[config.mk]
export PLATFORM = sky130hd
export DESIGN_NAME = tdm_demux4
export DESIGN_NICKNAME = d
export VERILOG_FILES = /design/src/rtl/tdm_demux4.sv
export SDC_FILE = /design/constraint.sdc
export NUM_CORES = 1
export LEC_CHECK = 0
export BUFFER_PORTS_ARGS = -buffer_cell sky130_fd_sc_hd__clkbuf_2
export CAP_MARGIN = 20
export CORE_MARGIN = 5
export CORE_UTILIZATION = 49
export DETAILED_ROUTE_END_ITERATION = 7
export PLACE_DENSITY = 0.75
export SLEW_MARGIN = 20
export SYNTH_ARGS = -nofsm -noshare
export SYNTH_HDL_FRONTEND = slang
export SYNTH_SLANG_ARGS = --single-unit
[constraint.sdc]
create_clock -name clk -period 1.7 [get_ports clk]
set_input_delay 0.085 -clock clk [delete_from_list [all_inputs] [get_ports clk]]
set_output_delay 0.085 -clock clk [all_outputs]
set_load 0.02 [all_outputs]
[src/rtl/tdm_demux4.sv]
// tdm_demux4 -- receive-side 4-slot TDM demultiplexer.
//
// Takes one sample per din_valid cycle, four slots per frame, with fsync
// marking slot 0. Slots 0..2 are held in shadow registers. When slot 3 is
// accepted, all four channel outputs load together, so a consumer never sees
// a mix of two frames. Framing violations raise a one-cycle sync_err.
//
// Ports:
//   clk         rising-edge clock
//   rst_n       asynchronous active-low reset
//   din         TDM sample for the current slot
//   din_valid   din is valid; exactly one slot is consumed per valid cycle
//   fsync       qualified by din_valid; marks the current sample as slot 0
//   ch0..ch3    demultiplexed channel samples, held between frames
//   frame_valid one-cycle pulse: ch0..ch3 took a new frame on the last edge
//   slot        slot index the next valid sample will occupy
//   locked      high while frame alignment is established
//   sync_err    one-cycle pulse on a framing violation
//
// States:
//   HUNT   | waiting for an fsync-marked sample; unsynced samples are dropped
//   LOCKED | aligned; collecting slots and checking fsync placement

module tdm_demux4 #(
  parameter int WIDTH = 8
) (
  input  logic             clk,
  input  logic             rst_n,
  input  logic [WIDTH-1:0] din,
  input  logic             din_valid,
  input  logic             fsync,
  output logic [WIDTH-1:0] ch0,
  output logic [WIDTH-1:0] ch1,
  output logic [WIDTH-1:0] ch2,
  output logic [WIDTH-1:0] ch3,
  output logic             frame_valid,
  output logic [1:0]       slot,
  output logic             locked,
  output logic             sync_err
);

  typedef enum logic {
    HUNT   = 1'b0,
    LOCKED = 1'b1
  } state_t;

  state_t           state;
  logic [WIDTH-1:0] shadow0;
  logic [WIDTH-1:0] shadow1;
  logic [WIDTH-1:0] shadow2;

  always_ff @(posedge clk or negedge rst_n) begin
    if (!rst_n) begin
      state       <= HUNT;
      shadow0     <= '0;
      shadow1     <= '0;
      shadow2     <= '0;
      ch0         <= '0;
      ch1         <= '0;
      ch2         <= '0;
      ch3         <= '0;
      frame_valid <= 1'b0;
      sync_err    <= 1'b0;
      slot        <= 2'd0;
      locked      <= 1'b0;
    end else begin
      // Both strobes are single-cycle pulses by default.
      frame_valid <= 1'b0;
      sync_err    <= 1'b0;

      if (din_valid) begin
        unique case (state)
          HUNT: begin
            if (fsync) begin
              shadow0 <= din;
              slot    <= 2'd1;
              state   <= LOCKED;
              locked  <= 1'b1;
            end
          end

          LOCKED: begin
            if (slot == 2'd0) begin
              if (fsync) begin
                shadow0 <= din;
                slot    <= 2'd1;
              end else begin
                // Missing sync: alignment is lost, so drop the sample and hunt.
                sync_err <= 1'b1;
                state    <= HUNT;
                locked   <= 1'b0;
                slot     <= 2'd0;
              end
            end else if (fsync) begin
              // Early sync: abandon the partial frame and treat this sample
              // as the start of a new one without leaving LOCKED.
              sync_err <= 1'b1;
              shadow0  <= din;
              slot     <= 2'd1;
            end else begin
              unique case (slot)
                2'd1: begin
                  shadow1 <= din;
                  slot    <= 2'd2;
                end
                2'd2: begin
                  shadow2 <= din;
                  slot    <= 2'd3;
                end
                default: begin
                  // Slot 3 completes the frame; din goes straight to ch3.
                  ch0         <= shadow0;
                  ch1         <= shadow1;
                  ch2         <= shadow2;
                  ch3         <= din;
                  frame_valid <= 1'b1;
                  slot        <= 2'd0;
                end
              endcase
            end
          end

          default: begin
            state  <= HUNT;
            locked <= 1'b0;
            slot   <= 2'd0;
          end
        endcase
      end
    end
  end

endmodule

==> impl_metrics.tcl, run 1 <==
set metrics [dict create \
    status "complete, no violations" \
    hold_viol 0 \
    dr_wl_met2_mm 2.513 \
    cap_violations 0 \
    postRouteAntennaNets 0 \
    wire_per_inst_um 17.21 \
    synth_area_leaders "dfrtp_1 63%, mux2_2 25%, ha_1 2.5%" \
    vias_per_cell 5.087 \
    crit_type "flip-flop to flip-flop" \
    core_area_mm2 0.004817 \
    clk_latency_ps 330 \
    power_switching_w 0.001942 \
    dr.pass1.iters 4 \
    multiInputGateArea_um2 912.1 \
    layout_commonest_cell "dfrtp_1" \
    dp_hpwl_mm 3.378 \
    synth-seq-cells 62 \
    syn-num-nets 169 \
    cts_root_buf "clkbuf_8" \
    port_buffers 48 \
    max_slew_margin_pct 66.91 \
    place_inst 265 \
    synth_top_cell_by_area "dfrtp_1" \
    start_util_pct 51.27 \
    die_width_um 81.00 \
    yosysUniqueCellTypes 23 \
    core.rowCount 25 \
    holdWs_ps 33.82 \
    synthCells 152 \
    via_count 1465 \
    track_usage_pct 16.46 \
    synth_top_area_share_pct 62.82 \
    dieArea_mm2 0.006560 \
    fmax_mhz 592.2 \
    switching_share_pct 33.98 \
    total_power_w 0.005717 \
    path_clk_slew_ps 70 \
    antenna_found_initial 0 \
    cp_max_fo 8 \
    clkSinkCount 62 \
    period_minus_slack_ps 1689 \
    intPower_w 0.003775 \
    synth.avg_cell_area_um2 16.25 \
    clock_tree.htree_level_count 3 \
    grt_max_degree 39 \
    nNetsFinal 233 \
    arrival_ps 1910 \
    combPwrFrac_pct 36.1 \
    rsz0062_at_grt "true" \
    p_per_area_mw_per_mm2 1809 \
    num-fill-cells 367 \
    drt_iter0_drc 44 \
    io_pins 49 \
    startpoint_type "flip-flop" \
    cts_buffer_depth 2 \
    setup_violations 0 \
    drive_gt1_share_pct 64.25 \
    skew_ps 4.036 \
    pwr-share-seq_pct 41.7 \
    cts_tree "yes" \
    grt_pass1_wl_mm 7.900 \
    hold_class "input port to flip-flop" \
    irDropWorstVdd_mv 0.9761 \
    power_frac_clock_pct 22.2 \
    leakage_nw 1.556 \
    grt_pass1_vias 1589 \
    numCtsBuffers 9 \
    yosysSeqAreaShare_pct 62.82 \
    gp_congestion 0.8387 \
    routed.top_layer "met4" \
    met3_length_um 243 \
    diodes 0 \
    synth_warnings 0 \
    die_h_um 81.00 \
    final_cells 288 \
    areaGrowthSynthToFinish_pct 27.96 \
    layout_common_cells "60 x dfrtp_1, 51 x mux2_2, 48 x clkbuf_2" \
    end_kind "flip-flop" \
    worst_pin_slew_ps 496.4 \
    final-max-slew-violation-count 0 \
    crit_required_ps 1920 \
    met1_length_mm 2.108 \
    finalWirelength_mm 4.956 \
    syn_area_mm2 0.002470 \
    grt_overflow 0 \
    fin_crit_sh_pct 99.33 \
    drc 0 \
    seqCellArea_mm2 0.001554 \
]
-- cell usage after synthesis, drive strengths merged --
library cell and count:
a21oi 2, a2bb2oi 1, a31oi 1, and3 1, and4b 1, buf 5
clkbuf 1, dfrtp 62, ha 5, inv 4, mux2 56, nand2 1
nand3b 1, nand4 2, nand4b 2, nor2b 2, nor3 2, o21ai 1
o221ai 1, or3b 1
-- cells by family (layout without fill, tap and decap cells) --
| logic type | count (synthesis) | in the layout | share of synthesized area, % |
|---|---|---|---|
| AO/OA/AOI/OAI | 6 | 6 | 1.571 |
| adder cells (fa/ha/maj) | 5 | 5 | 2.533 |
| buffers and inverters | 10 | 79 | 2.735 |
| flip-flops | 62 | 62 | 62.82 |
| multiplexers | 56 | 56 | 25.53 |
| AND/OR/NAND/NOR | 13 | 13 | 4.813 |
-- area by class of cell --
class / count / area share [%]
flip-flops and latches: 62 / 49.17
multi-input cells: 80 / 28.86
repair buffers: 59 / 12.19
clock buffers: 14 / 6.097
well taps: 67 / 2.652
inverters: 4 / 0.6334
clock inverters: 2 / 0.3959
-- power by group through the flow --
stage	sequential [W]	clock, W	combinational [W]
floorplan	0.00275	0	0.000864
global placement	0.00234	0	0.00183
detailed placement	0.00240	0	0.00189
CTS	0.00238	0.00129	0.00194
global route	0.00246	0.00137	0.00221
finish	0.00239	0.00127	0.00206
-- sequential cells by signal, summed over array words and instances (netlist names) --
register	flops
ch0	8
ch2	8
state	1
locked	1
shadow0	8
shadow1	8
slot	2
frame_valid	1
ch1	8
shadow2	8
ch3	8
sync_err	1
-- path summary, 6_finish.rpt --
| check | startpoint | to | slack, ps | cells past startpoint |
|---|---|---|---|---|
| max | slot[1]$_DFFE_PN0P_ | ch2[6]$_DFFE_PN0P_ | 10 | 7 |
| max in group asynchronous | rst_n | ch1[3]$_DFFE_PN0P_ | 1030 | 3 |
| min | din[7] | shadow1[7]$_DFFE_PN0P_ | 30 | 2 |
| min reg2reg | shadow1[6]$_DFFE_PN0P_ | ch1[6]$_DFFE_PN0P_ | 500 | 1 |
| max reg2reg | slot[1]$_DFFE_PN0P_ | ch2[6]$_DFFE_PN0P_ | 10 | 7 |
| min in group asynchronous | rst_n | frame_valid$_DFF_PN0_ | 290 | 3 |
-- critical path, stage by stage (launching register included) --
cell       delay, ps
dfrtp_2          440
inv_4             80
ha_4             160
inv_2             50
ha_4             160
nand4b_4         160
clkbuf_16        190
mux2_2           330
-- metal layers --
| metal | global-route usage (%) | vias up |
|---|---|---|
| li1 | - | 671 |
| met4 | 8.108 | 0 |
| met1 | 19.68 | 741 |
| met3 | 5.543 | 9 |
| met2 | 26.60 | 44 |
| met5 | 0 | - |
-- what timing repair did --
action | in CTS | in global routing
pin swaps | 1 | 1
endpoints found under the setup margin | 48 | 32
setup buffers | 0 | 4
gates resized for setup | 4 | 8
endpoints found under the hold margin | 62 | 0
hold buffers | 1 | 0
gates cloned | 0 | 2
-- through the flow --
stage | setup TNS (ps) | worst slack, ps | util (%) | cell area, um^2
finish | 0 | 11.31 | 65.61 | 3161
CTS | 0 | 0.9968 | 63.45 | 3057
detailed placement | -1553 | -103.3 | 58.42 | 2814
global route | -828.2 | -40.96 | 65.61 | 3161
floorplan | 0 | 19.66 | - | 2487
global placement | -80.75 | -11.76 | 58.42 | 2814
No activity file was read; power rests on OpenSTA's default activity.
==> run 2, diff against run 1 <==
Settings changed: CORE_UTILIZATION 49 to 54, PLACE_DENSITY 0.75 to 0.78.
Clock period 1.7 ns to 1.6 ns, I/O delays scaled along.
==> impl_metrics.tcl, run 2 (synthesized netlist as in run 1, its figures left out) <==
set metrics [dict create \
    rsz0062_at_grt "true" \
    via_count 1461 \
    wire_per_inst_um 16.41 \
    cap_violations 0 \
    max_slew_margin_pct 78.98 \
    holdWs_ps 24.75 \
    clock_tree.htree_level_count 3 \
    cts_buffer_depth 2 \
    die_h_um 77.63 \
    layout_commonest_cell "dfrtp_1" \
    total_power_w 0.006489 \
    hold_class "input port to flip-flop" \
    leakage_nw 1.583 \
    post-route-util_pct 72.66 \
    num-fill-cells 295 \
    crit_type "flip-flop to flip-flop" \
    vias_per_cell 5.352 \
    path_cells "inv_2 -> ha_4 -> inv_4 -> ha_4 -> nand4b_4 -> buf_12 -> mux2_2" \
    numCtsBuffers 9 \
    dp_hpwl_mm 3.121 \
    fin_crit_sh_pct 100.5 \
    cp_slowest_cell "dfrtp_2" \
    period_minus_slack_ps 1609 \
    finalSetupTns_ps -27.71 \
    path_clk_slew_ps 70 \
    start_util_pct 56.34 \
    core.rowCount 24 \
    die_width_um 77.63 \
    critPathMaxStageDelay_ps 420 \
    p_per_area_mw_per_mm2 2037 \
    drive_gt1_share_pct 63.35 \
    gp_congestion 0.7583 \
    arrival_ps 1820 \
    hold_viol 0 \
    postRouteAntennaNets 0 \
    dieArea_mm2 0.006026 \
    nNetsFinal 233 \
    track_usage_pct 16.56 \
    io_pins 49 \
    startpoint_type "flip-flop" \
    port_buffers 48 \
    cts_tree "yes" \
    core_area_mm2 0.004384 \
    diodes 0 \
    cpMostUsedCell "ha_4" \
    finalWirelength_mm 4.481 \
    areaGrowthSynthToFinish_pct 28.98 \
    irDropWorstVdd_mv 1.054 \
    grt_pass1_wl_mm 7.824 \
    clk_latency_ps 330 \
    skew_ps 10.29 \
    drc 0 \
    setup_violations 8 \
    grt_overflow 0 \
    fmax_mhz 621.6 \
    grt_max_degree 63 \
    dr.pass1.iters 4 \
    setup_slack_ps -8.642 \
    crit_required_ps 1810 \
    violations "negative setup slack" \
    cp_max_fo 12 \
    grt_pass1_vias 1596 \
    antenna_found_initial 0 \
    worst_pin_slew_ps 314.6 \
    end_kind "flip-flop" \
    final-max-slew-violation-count 0 \
    clkSinkCount 62 \
    drt_iter0_drc 56 \
    layout_common_cells "60 x dfrtp_1, 49 x mux2_2, 48 x clkbuf_2" \
    cts_root_buf "clkbuf_8" \
    status "finished with violations" \
]
run 2: cell type report:
class	count	area [um^2]	share of cell area [%]
sequential	62	1554	48.78
clock buffer	10	137.6	4.320
tap	52	65.06	2.042
timing repair buffer	59	375.4	11.78
multi-input combinational	80	903.4	28.36
inverter	4	17.52	0.5499
clock inverter	6	132.6	4.163
run 2: final timing paths:
kind | start | endpoint | slack, ps | depth (start not counted)
max | slot[1]$_DFFE_PN0P_ | ch3[7]$_DFFE_PN0P_ | -9 | 7
min | din[1] | ch3[1]$_DFFE_PN0P_ | 20 | 2
max reg2reg | slot[1]$_DFFE_PN0P_ | ch3[7]$_DFFE_PN0P_ | -9 | 7
min reg2reg | shadow1[1]$_DFFE_PN0P_ | ch1[1]$_DFFE_PN0P_ | 480 | 1
max in group asynchronous | rst_n | slot[0]$_DFFE_PN0P_ | 1030 | 3
min in group asynchronous | rst_n | ch0[4]$_DFFE_PN0P_ | 300 | 3
run 2: timing repair:
| item | CTS | global route |
|---|---|---|
| hold endpoints to repair | 62 | 0 |
| hold buffers | 1 | 0 |
| setup buffers | 0 | 0 |
| resized for setup | 1 | 6 |
| endpoints found under the setup margin | 21 | 40 |
run 2: routing by layer:
| metal | part of all wire (%) | global-route usage (%) | up-vias |
|---|---|---|---|
| li1 | - | - | 675 |
| met1 | 44 | 21.19 | 737 |
| met5 | 0 | 0 | - |
| met3 | 5.5 | 6.944 | 9 |
| met2 | 49 | 25.38 | 40 |
| met4 | 1.4 | 5.842 | 0 |
run 2: report_power, final:
group	total (W)	leakage, nW	internal [W]	switching [W]
logic	0.00219	0.684	0.00107	0.00112
clock network	0.00182	0.132	0.00123	0.000587
registers	0.00248	0.766	0.00216	0.000318
total	0.00649	1.58	0.00447	0.00202
run 2: worst max-delay path, delay by kind of cell, from the launching register on:
family | cells | cell delay [ps]
buffers and inverters | 3 | 270
AND/OR/NAND/NOR | 1 | 150
adder cells (fa/ha/maj) | 2 | 320
flip-flops | 1 | 420
multiplexers | 1 | 340
run 2: metrics by stage:
step	cells	setup slack [ps]	area (um^2)
after floorplan	152	-30.14	2497
after global routing	273	-87.77	3186
final	273	-8.642	3186
after detailed placement	256	-24.89	2875
after global placement	256	36.54	2875
after CTS	273	-22.55	3164
